<file path="src/rtl/loop_group_scheduler_pkg.sv">
// Shared types and helpers for the loop group scheduler.
package loop_sched_pkg;

  localparam int GROUP_ID_W_DEF = 2;
  localparam int QUANTUM_W_DEF  = 8;

  // Widest group id the round-robin helper can handle.
  localparam int MAX_ID_W   = 4;
  localparam int MAX_GROUPS = 1 << MAX_ID_W;

  typedef enum logic [2:0] {
    IDLE,
    PICK,
    RUN,
    SWITCH,
    FINISH
  } sched_state_e;

  // Round-robin pick: first set bit of mask at or above ptr, wrapping at
  // num_groups (a power of two). Walking the offsets downward lets the
  // smallest offset overwrite the result last, which is the rotate /
  // priority-encode / rotate-back idiom written as a loop.
  function automatic logic [MAX_ID_W-1:0] rr_pick(
    input logic [MAX_GROUPS-1:0] mask,
    input logic [MAX_ID_W-1:0]   ptr,
    input int                    num_groups
  );
    logic [MAX_ID_W-1:0] idx;
    rr_pick = ptr;
    for (int i = MAX_GROUPS - 1; i >= 0; i--) begin
      idx = (ptr + MAX_ID_W'(i)) & MAX_ID_W'(num_groups - 1);
      if ((i < num_groups) && mask[idx]) begin
        rr_pick = idx;
      end
    end
  endfunction

endpackage

</file>
<file path="src/rtl/rr_group_picker.sv">
// Combinational round-robin grant over the pending-group mask.
module rr_group_picker
  import loop_sched_pkg::*;
#(
  parameter int GROUP_ID_W = GROUP_ID_W_DEF
) (
  input  logic [(1<<GROUP_ID_W)-1:0] mask,
  input  logic [GROUP_ID_W-1:0]      ptr,
  output logic [GROUP_ID_W-1:0]      grant,
  output logic                       any_valid
);

  localparam int NUM_GROUPS = 1 << GROUP_ID_W;

  logic [MAX_GROUPS-1:0] mask_ext;
  logic [MAX_ID_W-1:0]   ptr_ext;
  logic [MAX_ID_W-1:0]   pick;

  // Widen to the helper's fixed width, pick, then narrow back.
  always_comb begin
    mask_ext                 = '0;
    mask_ext[NUM_GROUPS-1:0] = mask;
    ptr_ext                  = '0;
    ptr_ext[GROUP_ID_W-1:0]  = ptr;
    pick                     = rr_pick(mask_ext, ptr_ext, NUM_GROUPS);
    grant                    = GROUP_ID_W'(pick);
    any_valid                = |mask;
  end

endmodule

</file>
<file path="src/rtl/loop_group_scheduler.sv">
// Time-shares one loop-nest engine among the configured loop groups.
// Optional time-slice preemption: define LOOP_SCHED_QUANTUM_EN.
//
// state  | meaning
// IDLE   | waiting for blk_start
// PICK   | choose next pending group round-robin, or finish if none
// RUN    | engine working on eng_group_id
// SWITCH | one-cycle stall bubble so the engine swaps iteration state
// FINISH | pulse blk_done, return to IDLE
module loop_group_scheduler
  import loop_sched_pkg::*;
#(
  parameter int GROUP_ID_W = GROUP_ID_W_DEF,
  parameter int QUANTUM_W  = QUANTUM_W_DEF
) (
  input  logic                       clk,
  input  logic                       reset_n,
  input  logic                       blk_start,
  input  logic [(1<<GROUP_ID_W)-1:0] grp_valid,
  input  logic [QUANTUM_W-1:0]       quantum,
  input  logic                       stall_in,
  input  logic                       eng_done,
  output logic                       eng_start,
  output logic [GROUP_ID_W-1:0]      eng_group_id,
  output logic                       eng_stall,
  output logic [(1<<GROUP_ID_W)-1:0] grp_done,
  output logic                       blk_done,
  output logic                       busy
);

  localparam int NUM_GROUPS = 1 << GROUP_ID_W;

  sched_state_e            state;
  logic [GROUP_ID_W-1:0]   rr_ptr;
  logic [NUM_GROUPS-1:0]   pending;
  logic [NUM_GROUPS-1:0]   started;
  logic [GROUP_ID_W-1:0]   grant;
  logic                    any_valid;

  rr_group_picker #(
    .GROUP_ID_W (GROUP_ID_W)
  ) u_picker (
    .mask      (pending),
    .ptr       (rr_ptr),
    .grant     (grant),
    .any_valid (any_valid)
  );

`ifdef LOOP_SCHED_QUANTUM_EN
  logic [QUANTUM_W-1:0]  slice_cnt;
  logic [NUM_GROUPS-1:0] others_mask;
  logic                  others_pending;
  logic                  slice_expired;

  // Preemption only makes sense when some other group is waiting.
  always_comb begin
    others_mask               = pending;
    others_mask[eng_group_id] = 1'b0;
    others_pending            = |others_mask;
    slice_expired             = (quantum != '0) &&
                                (slice_cnt == (quantum - QUANTUM_W'(1)));
  end
`else
  logic unused_quantum;
  assign unused_quantum = ^quantum;
`endif

  // Bubble is seen only in RUN/SWITCH so the engine is never stalled while idle.
  assign eng_stall = (state == SWITCH) || ((state == RUN) && stall_in);
  assign busy      = (state != IDLE);

  // Scheduler FSM with registered engine controls and completion tracking.
  always_ff @(posedge clk) begin
    if (!reset_n) begin
      state        <= IDLE;
      eng_start    <= 1'b0;
      blk_done     <= 1'b0;
      eng_group_id <= '0;
      grp_done     <= '0;
      rr_ptr       <= '0;
      pending      <= '0;
      started      <= '0;
`ifdef LOOP_SCHED_QUANTUM_EN
      slice_cnt    <= '0;
`endif
    end else begin
      eng_start <= 1'b0;
      blk_done  <= 1'b0;
      case (state)
        IDLE: begin
          if (blk_start) begin
            pending  <= grp_valid;
            started  <= '0;
            grp_done <= '0;
            state    <= PICK;
          end
        end
        PICK: begin
          if (!any_valid) begin
            blk_done <= 1'b1;
            state    <= FINISH;
          end else begin
            eng_group_id <= grant;
            state        <= RUN;
            if (!started[grant]) begin
              eng_start      <= 1'b1;
              started[grant] <= 1'b1;
            end
`ifdef LOOP_SCHED_QUANTUM_EN
            slice_cnt <= '0;
`endif
          end
        end
        RUN: begin
          if (!stall_in) begin
            // Completion is checked first so it beats a coincident slice expiry.
            if (eng_done) begin
              pending[eng_group_id]  <= 1'b0;
              grp_done[eng_group_id] <= 1'b1;
              rr_ptr                 <= eng_group_id + GROUP_ID_W'(1);
              state                  <= SWITCH;
            end
`ifdef LOOP_SCHED_QUANTUM_EN
            else if (slice_expired && others_pending) begin
              rr_ptr <= eng_group_id + GROUP_ID_W'(1);
              state  <= SWITCH;
            end else begin
              slice_cnt <= slice_cnt + QUANTUM_W'(1);
            end
`endif
          end
        end
        SWITCH: state <= PICK;
        FINISH: state <= IDLE;
        default: state <= IDLE;
      endcase
    end
  end

endmodule
</file>
<file path="config.mk">
export PLATFORM = sky130hd
export DESIGN_NAME = loop_group_scheduler
export DESIGN_NICKNAME = d
export VERILOG_FILES = /design/src/rtl/loop_group_scheduler_pkg.sv /design/src/rtl/rr_group_picker.sv /design/src/rtl/loop_group_scheduler.sv
export SDC_FILE = /design/constraint.sdc
export NUM_CORES = 1
export LEC_CHECK = 0
export BUFFER_PORTS_ARGS = -buffer_cell sky130_fd_sc_hd__buf_2
export CAP_MARGIN = 0
export CORE_UTILIZATION = 54
export CTS_CLUSTER_DIAMETER = 150
export CTS_CLUSTER_SIZE = 40
export DETAILED_ROUTE_END_ITERATION = 8
export HOLD_SLACK_MARGIN = 0.03
export PLACE_DENSITY = 0.87
export SYNTH_ARGS = -nofsm -noshare
export SYNTH_HDL_FRONTEND = slang
export SYNTH_SLANG_ARGS = --single-unit
export TNS_END_PERCENT = 1
</file>
<file path="constraint.sdc">
create_clock -name clk -period 2.8 [get_ports clk]
set_input_delay 0.28 -clock clk [delete_from_list [all_inputs] [get_ports clk]]
set_output_delay 0.28 -clock clk [all_outputs]
set_load 0.1 [all_outputs]
</file>
# Word level (Yosys, flattened, before mapping)
# Index checks and enable logic that the tools add are counted.
[op_classes]
n_mux = 36
addsub = 4
magnitude_cmp = 8
n_shift = 0
n_reduce_logical = 16
bitwise = 5
eq_ne = 8
div_mod_pow = 0
mul = 0
[ops]
columns = ["cell", "count"]
rows = [
  ["$mux W4", 8],
  ["$pmux W4 S2", 3],
  ["$lt A2 B5 Y1 const B", 4],
  ["$mux W3", 4],
  ["$pmux W3 S4", 1],
  ["$bmux W1 S2", 5],
  ["$ne A2 B2 Y1 const B", 5],
  ["$mux W1", 9],
  ["$reduce_and A3 Y1", 3],
  ["$mux W2", 4],
  ["$or A4 B4 Y4", 2],
  ["$reduce_and A4 Y1", 2],
  ["$eq A3 B2 Y1 const B", 2],
  ["$lt A2 B3 Y1 const B", 2],
  ["$add A2 B1 Y2 const B", 2],
  ["$add A2 B2 Y2 const B", 2],
  ["$and A4 B4 Y4", 1],
  ["$demux W1 S2", 2],
  ["$ge A2 B1 Y1 const B", 2],
  ["$not A4 Y4", 1],
  ["$reduce_and A2 Y1", 2],
  ["$reduce_bool A2 Y1", 2],
  ["$reduce_or A4 Y1", 1],
  ["$eq A3 B1 Y1 const B", 1],
  ["other kinds (5)", 7],
]
[totals]
mem_count = 0
latch_bits = 0
rom_bits = 0
output_inout_bits = 10
ff_bits = 21
word_cells = 85
mem_bits_rw = 0
inputBits = 17

# Longest topological paths before layout
[depth]
word_depth = 15
depth_mapped = 6
ltp_nobuf = 5

# By module
# Synthesis repeated with hierarchy kept, for this count alone.
[hier_totals]
cells_unflattened = 119
hier_area_um2 = 1083.5
[modules_own_cells]
columns = ["module", "area_each_um2", "instances", "cells_each"]
rows = [
  ["loop_group_scheduler", 983.4, 1, 103],
  ["rr_group_picker", 100.1, 1, 16],
]

# Worst setup path after synthesis
# OpenSTA, ideal clock, no wires.
[synth_timing]
kind = "reg-to-output"
from = "register state[0]"
to = "output port eng_stall"
required_time_ns = 2.520
t_arrival_ns = 2.837
n_path_buf = 1
stages_incl_launch_ff = 4
setup_slack_ns = -0.317
path_cell_list = "dfxtp_1 -> clkbuf_1 -> nor2_1 -> nor3b_1"
[synth_between]
elab_chain_cells = 3
word_cells_on_any_way = 4
classes_between = "eq/ne: 2; reduce/logical: 2"
[synth_lines]
columns = ["element", "line", "source"]
rows = [
  ["start: declaration", "loop_group_scheduler.sv:33", "sched_state_e state;"],
  ["start signal: assignment", "loop_group_scheduler.sv:75", "state <= IDLE;"],
  ["start signal: assignment", "loop_group_scheduler.sv:95", "state <= PICK;"],
  ["start signal: assignment", "loop_group_scheduler.sv:101", "state <= FINISH;"],
  ["$eq A3 B2 Y1", "loop_group_scheduler.sv:69", "assign eng_stall = (state == SWITCH) || ((state == RUN) && stall_in);"],
  ["$logic_and A1 B1 Y1", "loop_group_scheduler.sv:69", ""],
  ["$logic_or A1 B1 Y1 *", "loop_group_scheduler.sv:69", ""],
  ["end: declaration", "loop_group_scheduler.sv:25", "output logic eng_stall,"],
]
# Mark *: on every way between the ends. The rest lies on a longest branch, timed or not.

# Worst setup path after layout
[layout_timing]
from = "register state[2]"
to = "output port busy"
[layout_between]
elab_chain_cells = 1
[layout_lines]
columns = ["element", "line", "source"]
rows = [
  ["$reduce_bool A3 Y1", "loop_group_scheduler.sv:70", "assign busy = (state != IDLE);"],
  ["end: declaration", "loop_group_scheduler.sv:28", "output logic busy"],
]
# No other way between the ends.

==> results.cfg <==
[outcome]
outcome = complete, no violations

[grt]
track_usage_pct = 23.33
grt_pass1_wl_um = 3456
grt_pass1_vias = 806
antenna_found_initial = 0
grt_start_max_net_pins = 13
grt-ovfl-total = 0

[floorplanning]
die_area_um2 = 2093
ioPinCount = 27
die_w_um = 45.75
initial_core_util_pct = 58.58
num_rows = 15
die_h_um = 45.75
fp.coreArea_um2 = 1764

[placed_design]
gp_congestion = 0.9020
portBuffers = 18
placed_area_um2 = 1139
dp_hpwl_um = 1579

[timing]
tightest_slew_ns = 0.5399
period_needed_ns = 1.797
skew_ns = 0.006983
fmax_ghz = 0.5565
finalHoldViolCount = 0
finalSetupTns_ns = 0
rsz0062_at_grt = no
finalSetupViolations = 0
timing.hold.ws_ns = 0.2494
slew_headroom_pct = 63.94
maxSlewViolCount = 0
finalCritPeriodShare_pct = 64.18

[power_and_ir_drop]
max-vdd-ir-drop_uv = 526.5
power_w = 0.0007486
p_leak_nw = 0.4770
power_density_nw_per_um2 = 641.9

[logic_synthesis]
ys_top_cells_by_area = dfxtp_1 (41%), a21oi_1 (6.3%), o21ai_0 (5.8%), ha_1 (4.8%), nor2_1 (4.4%)
synth_nets = 143
syn_area_per_cell_um2 = 8.471
synthArstFlopShare_pct = 0
synth_area_um2 = 1033
ys_ff_latch = 21
synth_edf_count = 0
ys_seq_area_share_pct = 40.68
netlist_instances = 122
synth_cell_types = 35
yosys.area.top_type = dfxtp_1
synth.yosys.warnings = 0
synth_top_flop_cell = dfxtp_1
synth_top_area_share_pct = 40.68

[cells_and_area]
drive_gt1_share_pct = 22.30
final_common_cell = dfxtp_1
design_area_um2 = 1166
diodes = 0
fillCellCount = 157
fin_nets = 161
syn2layout_area_growth_pct = 12.83
final_cell_mix = dfxtp_1 (21), buf_2 (18), a21oi_1 (13)

[route]
wl_met1_um = 956
met3_length_um = 77
viasPerCell = 5.598
routed_wl_um = 2096
met2_length_um = 1040
drtAntennaViolNets = 0
routed.top_layer = met4
initialDrtViolationCount = 11
wl_per_cell_um = 12.78
vias = 918
dr.pass1.iters = 4
drcViolationCount = 0

[clocking]
clkSinkCount = 21
cts_setup_buffers = 0
cts_tree = built
clk_pin_slew_ns = 0.11
clockBufferDepth = 2
clk_latency_ns = 0.31
cts-resized-gates = 0
cts_buffers = 3
holdBufCountCts = 0
ctsRootBufferMaster = clkbuf_4
htreeDepth = 1

[setup_path]
critPathCaptureType = output pin
required_ns = 2.52
critPathKind = flip-flop to output pin
path_max_fanout = 9
critPathLaunchType = flip-flop
critPathArrivalTime_ns = 1.52

[job]
drv_cap = 0

[hold_path]
hp-class = primary input to flip-flop
## layer usage
metal	vias up	GRT usage (%)
met5	-	0
met4	0	7.059
met3	4	5.952
met2	19	38.86
met1	425	29.56
li1	470	-
## worst paths after layout
path                            startpoint    endpoint  slack [ns]  cells after the start
worst min register to register  started[0]  started[0]        0.48                      2
worst max register to register  pending[1]  started[3]        1.07                      5
worst min-delay path              eng_done    state[0]        0.25                      3
worst max-delay path              state[2]        busy        1.00                      2
## report_power, final
group          leakage [nW]  internal [W]  total [W]  switching, W
clock network        0.0177     0.0000535   0.000148     0.0000944
logic                 0.288     0.0000697   0.000247      0.000178
registers             0.171      0.000322   0.000353     0.0000319
total                 0.477      0.000445   0.000749      0.000304
## critical path, cell delays in order, from the launching register on
cell and delay, ns:
dfxtp_1 0.61, or3_1 0.18, buf_2 0.42
## final cells by class
cell class                      count  area [um2]  share of cell area [%]
Sequential cell                    21       420.4                   36.05
Multi-Input combinational cell     90       574.3                   49.25
Inverter                            6       22.52                   1.931
Timing Repair Buffer               18       90.09                   7.725
Clock buffer                        3       22.52                   1.931
Tap cell                           25       31.28                   2.682
Clock inverter                      1       5.005                  0.4292
## kinds of logic (layout without fill, tap and decap cells)
group / after synthesis / in the layout / share of synthesized area (%)
flops: 21 / 21 / 40.68
mux: 2 / 2 / 2.421
fa+ha+maj: 4 / 4 / 4.843
simple gates: 44 / 44 / 23.24
buf+inv: 11 / 28 / 4.237
compound gates: 40 / 40 / 24.58
## flip-flops by register name (all words and copies together), names as in the netlist
| signal | flops |
|---|---|
| blk_done | 1 |
| eng_group_id | 2 |
| eng_start | 1 |
| grp_done | 4 |
| pending | 4 |
| rr_ptr | 2 |
| started | 4 |
| state | 3 |
## metrics by stage
| step | util (%) | worst slack (ns) | instances |
|---|---|---|---|
| finish | 66.10 | 1.003 | 164 |
| global route | 66.10 | 0.9084 | 164 |
| CTS | 66.10 | 0.9960 | 164 |
| detailed placement | 64.54 | 1.075 | 160 |
| global placement | 64.54 | 1.140 | 160 |
| floorplan | - | 0.6603 | 122 |
## cells in the mapped netlist, types with 3 or more instances
cell      count
clkbuf_1      3
nand2b_1      4
nor2_1       12
dfxtp_1      21
o21ai_0      12
nor2b_1       3
nand2_1      11
inv_1         6
a31oi_1       3
ha_1          4
a21oi_1      13
(Power assumes the default switching activity.)
